### src/rtl/wb_arb_pkg.sv
// Shared types and helpers for the two-master Wishbone arbiter and its
// watchdog counter.
package wb_arb_pkg;

  // Arbiter state encoding (kept as plain constants for legacy tools).
  typedef logic [1:0] arb_state_t;
  localparam arb_state_t ST_IDLE = 2'd0;
  localparam arb_state_t ST_OWN0 = 2'd1;
  localparam arb_state_t ST_OWN1 = 2'd2;

  // Index of a bus master.
  typedef logic owner_t;
  localparam owner_t OWNER_M0 = 1'b0;
  localparam owner_t OWNER_M1 = 1'b1;

  // Width of a counter that must reach the value n (at least one bit).
  function automatic int cnt_width(input int unsigned n);
    if (n == 0) begin
      return 1;
    end else begin
      return $clog2(n + 1);
    end
  endfunction

endpackage

### src/rtl/wb_timeout_cnt.sv
// Wait-state watchdog: counts consecutive stalled cycles and flags expiry
// when the count reaches TIMEOUT_CYCLES. TIMEOUT_CYCLES = 0 disables it.
module wb_timeout_cnt
  import wb_arb_pkg::*;
#(
  parameter int unsigned TIMEOUT_CYCLES = 255
) (
  input  logic clk,
  input  logic rst,
  input  logic run,
  input  logic clr,
  output logic expire
);

  localparam int  CW      = cnt_width(TIMEOUT_CYCLES);
  localparam logic ENABLED = (TIMEOUT_CYCLES != 0);

  logic [CW-1:0] cnt_q;
  logic [CW-1:0] cnt_d;
  logic          hit_s;
  logic          run_s;

  assign run_s  = run & ENABLED;
  assign hit_s  = (cnt_q == CW'(TIMEOUT_CYCLES));
  assign expire = run_s & ~clr & hit_s;

  // Next count: clear wins, expiry restarts, otherwise count stalled cycles.
  always_comb begin
    cnt_d = cnt_q;
    if (clr) begin
      cnt_d = '0;
    end else if (expire) begin
      cnt_d = '0;
    end else if (run_s) begin
      cnt_d = cnt_q + CW'(1);
    end else begin
      cnt_d = cnt_q;
    end
  end

  // Counter register.
  always_ff @(posedge clk or posedge rst) begin
    if (rst) begin
      cnt_q <= '0;
    end else begin
      cnt_q <= cnt_d;
    end
  end

endmodule

### src/rtl/wb_arbiter_rr2.sv
// Two-master, one-slave Wishbone B3 classic arbiter. Round-robin grant taken
// only in IDLE and held for the owner's whole cyc; slave handshakes pass
// through combinationally; a watchdog ends hung transfers with err.
module wb_arbiter_rr2
  import wb_arb_pkg::*;
#(
  parameter int unsigned AW             = 32,
  parameter int unsigned DW             = 32,
  parameter int unsigned TIMEOUT_CYCLES = 255,
  localparam int unsigned SW            = DW / 8
) (
  input  logic          wb_clk_i,
  input  logic          wb_rst_i,
  input  logic          m0_cyc_i,
  input  logic          m0_stb_i,
  input  logic          m0_we_i,
  input  logic [AW-1:0] m0_adr_i,
  input  logic [SW-1:0] m0_sel_i,
  input  logic [DW-1:0] m0_dat_i,
  output logic [DW-1:0] m0_dat_o,
  output logic          m0_ack_o,
  output logic          m0_err_o,
  output logic          m0_rty_o,
  input  logic          m1_cyc_i,
  input  logic          m1_stb_i,
  input  logic          m1_we_i,
  input  logic [AW-1:0] m1_adr_i,
  input  logic [SW-1:0] m1_sel_i,
  input  logic [DW-1:0] m1_dat_i,
  output logic [DW-1:0] m1_dat_o,
  output logic          m1_ack_o,
  output logic          m1_err_o,
  output logic          m1_rty_o,
  output logic          s_cyc_o,
  output logic          s_stb_o,
  output logic          s_we_o,
  output logic [AW-1:0] s_adr_o,
  output logic [SW-1:0] s_sel_o,
  output logic [DW-1:0] s_dat_o,
  input  logic [DW-1:0] s_dat_i,
  input  logic          s_ack_i,
  input  logic          s_err_i,
  input  logic          s_rty_i,
  output logic [1:0]    grant_o,
  output logic          timeout_o
);

  arb_state_t    state_q, state_d;
  owner_t        last_owner_q, last_owner_d;

  logic          own0_s, own1_s, owned_s;
  logic          sel_cyc_s, sel_stb_s, sel_we_s;
  logic [AW-1:0] sel_adr_s;
  logic [SW-1:0] sel_sel_s;
  logic [DW-1:0] sel_dat_s;
  logic          stb_raw_s, term_s;
  logic          wd_run_s, wd_clr_s, wd_expire_s, timeout_s;

  assign own0_s  = (state_q == ST_OWN0);
  assign own1_s  = (state_q == ST_OWN1);
  assign owned_s = own0_s | own1_s;

  // Arbitration in IDLE; release when the owner drops cyc.
  always_comb begin
    state_d      = state_q;
    last_owner_d = last_owner_q;
    case (state_q)
      ST_IDLE: begin
        if (m0_cyc_i && m1_cyc_i) begin
          if (last_owner_q == OWNER_M1) begin
            state_d      = ST_OWN0;
            last_owner_d = OWNER_M0;
          end else begin
            state_d      = ST_OWN1;
            last_owner_d = OWNER_M1;
          end
        end else if (m0_cyc_i) begin
          state_d      = ST_OWN0;
          last_owner_d = OWNER_M0;
        end else if (m1_cyc_i) begin
          state_d      = ST_OWN1;
          last_owner_d = OWNER_M1;
        end else begin
          state_d      = ST_IDLE;
        end
      end
      ST_OWN0: begin
        if (!m0_cyc_i) begin
          state_d = ST_IDLE;
        end else begin
          state_d = ST_OWN0;
        end
      end
      ST_OWN1: begin
        if (!m1_cyc_i) begin
          state_d = ST_IDLE;
        end else begin
          state_d = ST_OWN1;
        end
      end
      default: begin
        state_d = ST_IDLE;
      end
    endcase
  end

  // State and round-robin history; master 0 wins the first tie after reset.
  always_ff @(posedge wb_clk_i or posedge wb_rst_i) begin
    if (wb_rst_i) begin
      state_q      <= ST_IDLE;
      last_owner_q <= OWNER_M1;
    end else begin
      state_q      <= state_d;
      last_owner_q <= last_owner_d;
    end
  end

  // Select the owner's request signals; everything is zero when idle.
  always_comb begin
    sel_cyc_s = 1'b0;
    sel_stb_s = 1'b0;
    sel_we_s  = 1'b0;
    sel_adr_s = '0;
    sel_sel_s = '0;
    sel_dat_s = '0;
    if (own0_s) begin
      sel_cyc_s = m0_cyc_i;
      sel_stb_s = m0_stb_i;
      sel_we_s  = m0_we_i;
      sel_adr_s = m0_adr_i;
      sel_sel_s = m0_sel_i;
      sel_dat_s = m0_dat_i;
    end else if (own1_s) begin
      sel_cyc_s = m1_cyc_i;
      sel_stb_s = m1_stb_i;
      sel_we_s  = m1_we_i;
      sel_adr_s = m1_adr_i;
      sel_sel_s = m1_sel_i;
      sel_dat_s = m1_dat_i;
    end else begin
      sel_cyc_s = 1'b0;
    end
  end

  assign stb_raw_s = sel_cyc_s & sel_stb_s;
  assign term_s    = s_ack_i | s_err_i | s_rty_i;

  // Watchdog counts owner strobe cycles without a termination.
  assign wd_run_s = owned_s & stb_raw_s & ~term_s;
  assign wd_clr_s = ~owned_s | ~stb_raw_s | term_s;

  wb_timeout_cnt #(
    .TIMEOUT_CYCLES(TIMEOUT_CYCLES)
  ) u_timeout (
    .clk   (wb_clk_i),
    .rst   (wb_rst_i),
    .run   (wd_run_s),
    .clr   (wd_clr_s),
    .expire(wd_expire_s)
  );

  // A real slave termination in the expiry cycle always takes precedence.
  assign timeout_s = wd_expire_s & ~term_s;

  assign s_cyc_o   = sel_cyc_s;
  assign s_stb_o   = stb_raw_s & ~timeout_s;
  assign s_we_o    = sel_we_s;
  assign s_adr_o   = sel_adr_s;
  assign s_sel_o   = sel_sel_s;
  assign s_dat_o   = sel_dat_s;

  assign m0_dat_o  = s_dat_i;
  assign m1_dat_o  = s_dat_i;
  assign m0_ack_o  = own0_s & s_ack_i;
  assign m0_err_o  = own0_s & (s_err_i | timeout_s);
  assign m0_rty_o  = own0_s & s_rty_i;
  assign m1_ack_o  = own1_s & s_ack_i;
  assign m1_err_o  = own1_s & (s_err_i | timeout_s);
  assign m1_rty_o  = own1_s & s_rty_i;

  assign grant_o   = {own1_s, own0_s};
  assign timeout_o = timeout_s;

endmodule

### config.mk
export PLATFORM = sky130hd
export DESIGN_NAME = wb_arbiter_rr2
export DESIGN_NICKNAME = d
export VERILOG_FILES = /design/src/rtl/wb_arb_pkg.sv /design/src/rtl/wb_timeout_cnt.sv /design/src/rtl/wb_arbiter_rr2.sv
export SDC_FILE = /design/constraint.sdc
export NUM_CORES = 1
export LEC_CHECK = 0
export CAP_MARGIN = 30
export CORE_AREA = 2 2 126 128
export CTS_BUF_LIST = sky130_fd_sc_hd__clkbuf_16
export DETAILED_ROUTE_END_ITERATION = 8
export DIE_AREA = 0 0 128 130
export PLACE_DENSITY = 0.7
export SYNTH_ARGS = -nofsm -noshare
export SYNTH_HDL_FRONTEND = slang
export SYNTH_HIERARCHICAL = 1
export SYNTH_SLANG_ARGS = --single-unit
### constraint.sdc
create_clock -name wb_clk_i -period 2.06 [get_ports wb_clk_i]
set_input_delay 0.309 -clock wb_clk_i [delete_from_list [all_inputs] [get_ports wb_clk_i]]
set_output_delay 0.309 -clock wb_clk_i [all_outputs]
set_load 0.03 [all_outputs]
==> results.cfg, run 1 <==
[clocking]
numCtsBuffers = 3
ctsHoldBuffers = 0
clock_path_buffers = 2
cts_sinks = 11
htree_levels = 1
cts_tree = yes
clk_latency_ns = 0.24
cts-root-buf = clkbuf_16
cts.clk_slew.worst_paths_ns = 0.04

[yosys]
yosys_warnings = 6
synth_nets = 558
syn_inst = 374
synth_cell_types = 39
ys_seq_elements = 11
yosysSeqAreaShare = 0.1150
syn-cell-area_um2 = 2405
synth_area_per_cell_um2 = 6.430

[placed_design]
portBuffers = 226
dp_slack_ns = -0.4890
place_congestion = 0.7987
dpl.hpwl_mm = 7.768

[floorplanning]
coreArea_um2 = 15420
fp-row-count = 46
die_h_um = 130
start_util = 0.1559
fp.dieW_um = 128
io_pins = 323
dieArea_um2 = 16640

[routing]
num_vias = 3354
wirelength_mm = 14.01
remaining_drc_errors = 0
first_pass_iters = 4
avgViaCountPerCell = 4.306
routedWlPerCell_um = 17.98
drt_iter0_markers = 74
ant_nets = 0

[setup_path]
path_cells = inv_2, ha_4, nand3_2, o21ai_4, and3_4, nand2_4, nor4_4, buf_4, a21oi_4, nor2b_4, buf_6
critical_path_arrival_ns = 2.08
crit_required_ns = 1.75
critPathSlowestCell = dfrtp_1
cp.buffers_inverters = 3
crit_family = simple AND/OR/NAND/NOR gates
critical_path_class = reg2out
worstSetupStartpointType = flop
worst-path-max-fanout = 3
end_kind = output port
cpPeakStageDelay_ns = 0.41

[finish]
layout_common_cells = clkdlybuf4s50_1, nand2_1, buf_6
nFillCells = 1496
multi_input_area_um2 = 2170
layout.nets = 772
drive_gt1_frac = 0.4991
antenna_cells = 0
final_common_cell = clkdlybuf4s50_1
syn2layout_area_growth_pct = 161.9
ff_latch_area_um2 = 277.8

[global_routing]
grt_max_degree = 72
antenna_found_initial = 0
grt_pass1_vias = 2857
grt_util_all_layers = 0.1161
overflow = 0
grt_pass1_wl_mm = 15.35

[sta]
setup_viol = 72
period_share = 1.162
final_hold_viol_count = 0
setup_slack_ns = -0.3339
max_clock_freq_mhz = 417.7
drv_slew = 0
fin_skew_ns = 0.001741
min_period_ns = 2.394
rsz0062_at_grt = yes
worst_pin_slew_ns = 0.3285
slew_headroom = 0.7808

[status]
violations = negative setup slack
status = complete, but fails checks

[power]
leakage_nw = 2.633
power_density_nw_per_um2 = 1439
ir_drop_uv = 587.2
power_mw = 9.065

[job]
max-cap-violations = 0

[hold_path]
hold_path.class = in2async
registers in the layout (all words and copies together) (netlist names):
register / cells
u_timeout/cnt_q: 8
state_q: 2
last_owner_q: 1
area by class of cell:
class / count / share of cell area
clock buffer: 3 / 0.01192
inverter: 4 / 0.002384
sequential: 11 / 0.04410
multi-input combinational: 267 / 0.3445
tap: 192 / 0.03814
timing repair buffer: 301 / 0.5584
clock inverter: 1 / 0.0005959
metal layers:
metal  vias to the layer above  wire [µm]  part of all wire  GRT usage
li1                       1594          -                 -          -
met1                      1549       5252              0.37     0.1344
met2                       190       7205              0.51     0.2108
met3                        21       1328             0.095    0.03731
met4                         0        223             0.016    0.02327
met5                         -          0                 0          0
cell usage after synthesis, drive strengths merged:
cell type	number	share of area
nor2	4	0.0062
or4	1	0.0031
nand2	137	0.21
a22o	4	0.015
o31ai	1	0.0031
nor3	1	0.0021
nand3	7	0.015
xor2	2	0.0073
clkbuf	4	0.0062
or3	1	0.0031
ha	5	0.026
a31oi	1	0.0026
a21boi	1	0.0031
dfrtp	10	0.10
o21ai	69	0.19
nand2b	2	0.0052
nor4	1	0.0026
inv	4	0.0062
and2	5	0.013
mux2i	1	0.0042
nor3b	2	0.0062
a311oi	1	0.0036
nand4	3	0.014
dfstp	1	0.011
mux2	1	0.0047
a21oi	9	0.019
buf	88	0.28
and3	1	0.0026
o211ai	1	0.0031
o22ai	1	0.0026
nor2b	4	0.011
o21ba	1	0.0042
power by group:
part	switching (mW)	leakage, nW	internal [mW]
Combinational	4.32	2.44	4.10
Sequential	0.0373	0.147	0.255
Clock	0.0909	0.0423	0.254
Total	4.45	2.63	4.61
through the flow:
step	util	std cells	TNS (ns)	area, µm²	hold WS (ns)
after floorplan	-	374	-0.2750	2466	0.06192
after global placement	0.2906	732	-2.672	4483	0.5249
after detailed placement	0.2906	732	-3.828	4483	0.5299
after CTS	0.3293	749	-10.33	5079	0.2808
after global routing	0.4083	779	-15.66	6299	0.2936
final	0.4083	779	-11.68	6299	0.2796
what timing repair did:
item                                    4_1_cts  5_1_grt
endpoints found under the setup margin       78       72
pin swaps                                    21       37
buffers inserted                              8       16
resized for setup                            83      210
cloned                                        5       17
worst paths after layout:
path,start,to,slack (ns),cells past startpoint
setup / recovery,state_q[0],m1_err_o,-0.33,11
hold / removal,wb_rst_i,state_q[0],0.28,2
setup reg to reg,state_q[0],u_timeout/cnt_q[7],-0.07,10
hold reg to reg,u_timeout/cnt_q[5],u_timeout/cnt_q[5],0.54,1
max in group asynchronous,wb_rst_i,u_timeout/cnt_q[1],1.45,2
min in group wb_clk_i,u_timeout/cnt_q[5],u_timeout/cnt_q[5],0.54,1
cells by family (layout without fill, tap and decap cells):
group / count (synthesis) / count (layout) / synth area share
buffers and inverters: 96 / 309 / 0.2971
flip-flops: 11 / 11 / 0.1150
multiplexers: 2 / 2 / 0.008845
AO/OA/AOI/OAI: 89 / 89 / 0.2477
AND/OR/NAND/NOR: 169 / 169 / 0.2981
adder cells (fa/ha/maj): 5 / 5 / 0.02601
XOR/XNOR: 2 / 2 / 0.007285
(Power assumes the default switching activity.)
==> run 2: changes to the inputs <==
--- a/config.mk
+++ b/config.mk
@@ -8,6 +8,7 @@
 export CAP_MARGIN = 30
 export CORE_AREA = 2 2 126 128
 export CTS_BUF_LIST = sky130_fd_sc_hd__clkbuf_16
+export CTS_CLUSTER_SIZE = 40
 export DETAILED_ROUTE_END_ITERATION = 8
 export DIE_AREA = 0 0 128 130
 export PLACE_DENSITY = 0.7
==> results of run 2 <==
No change in the layout: final DEF, timing and power equal those of run 1.
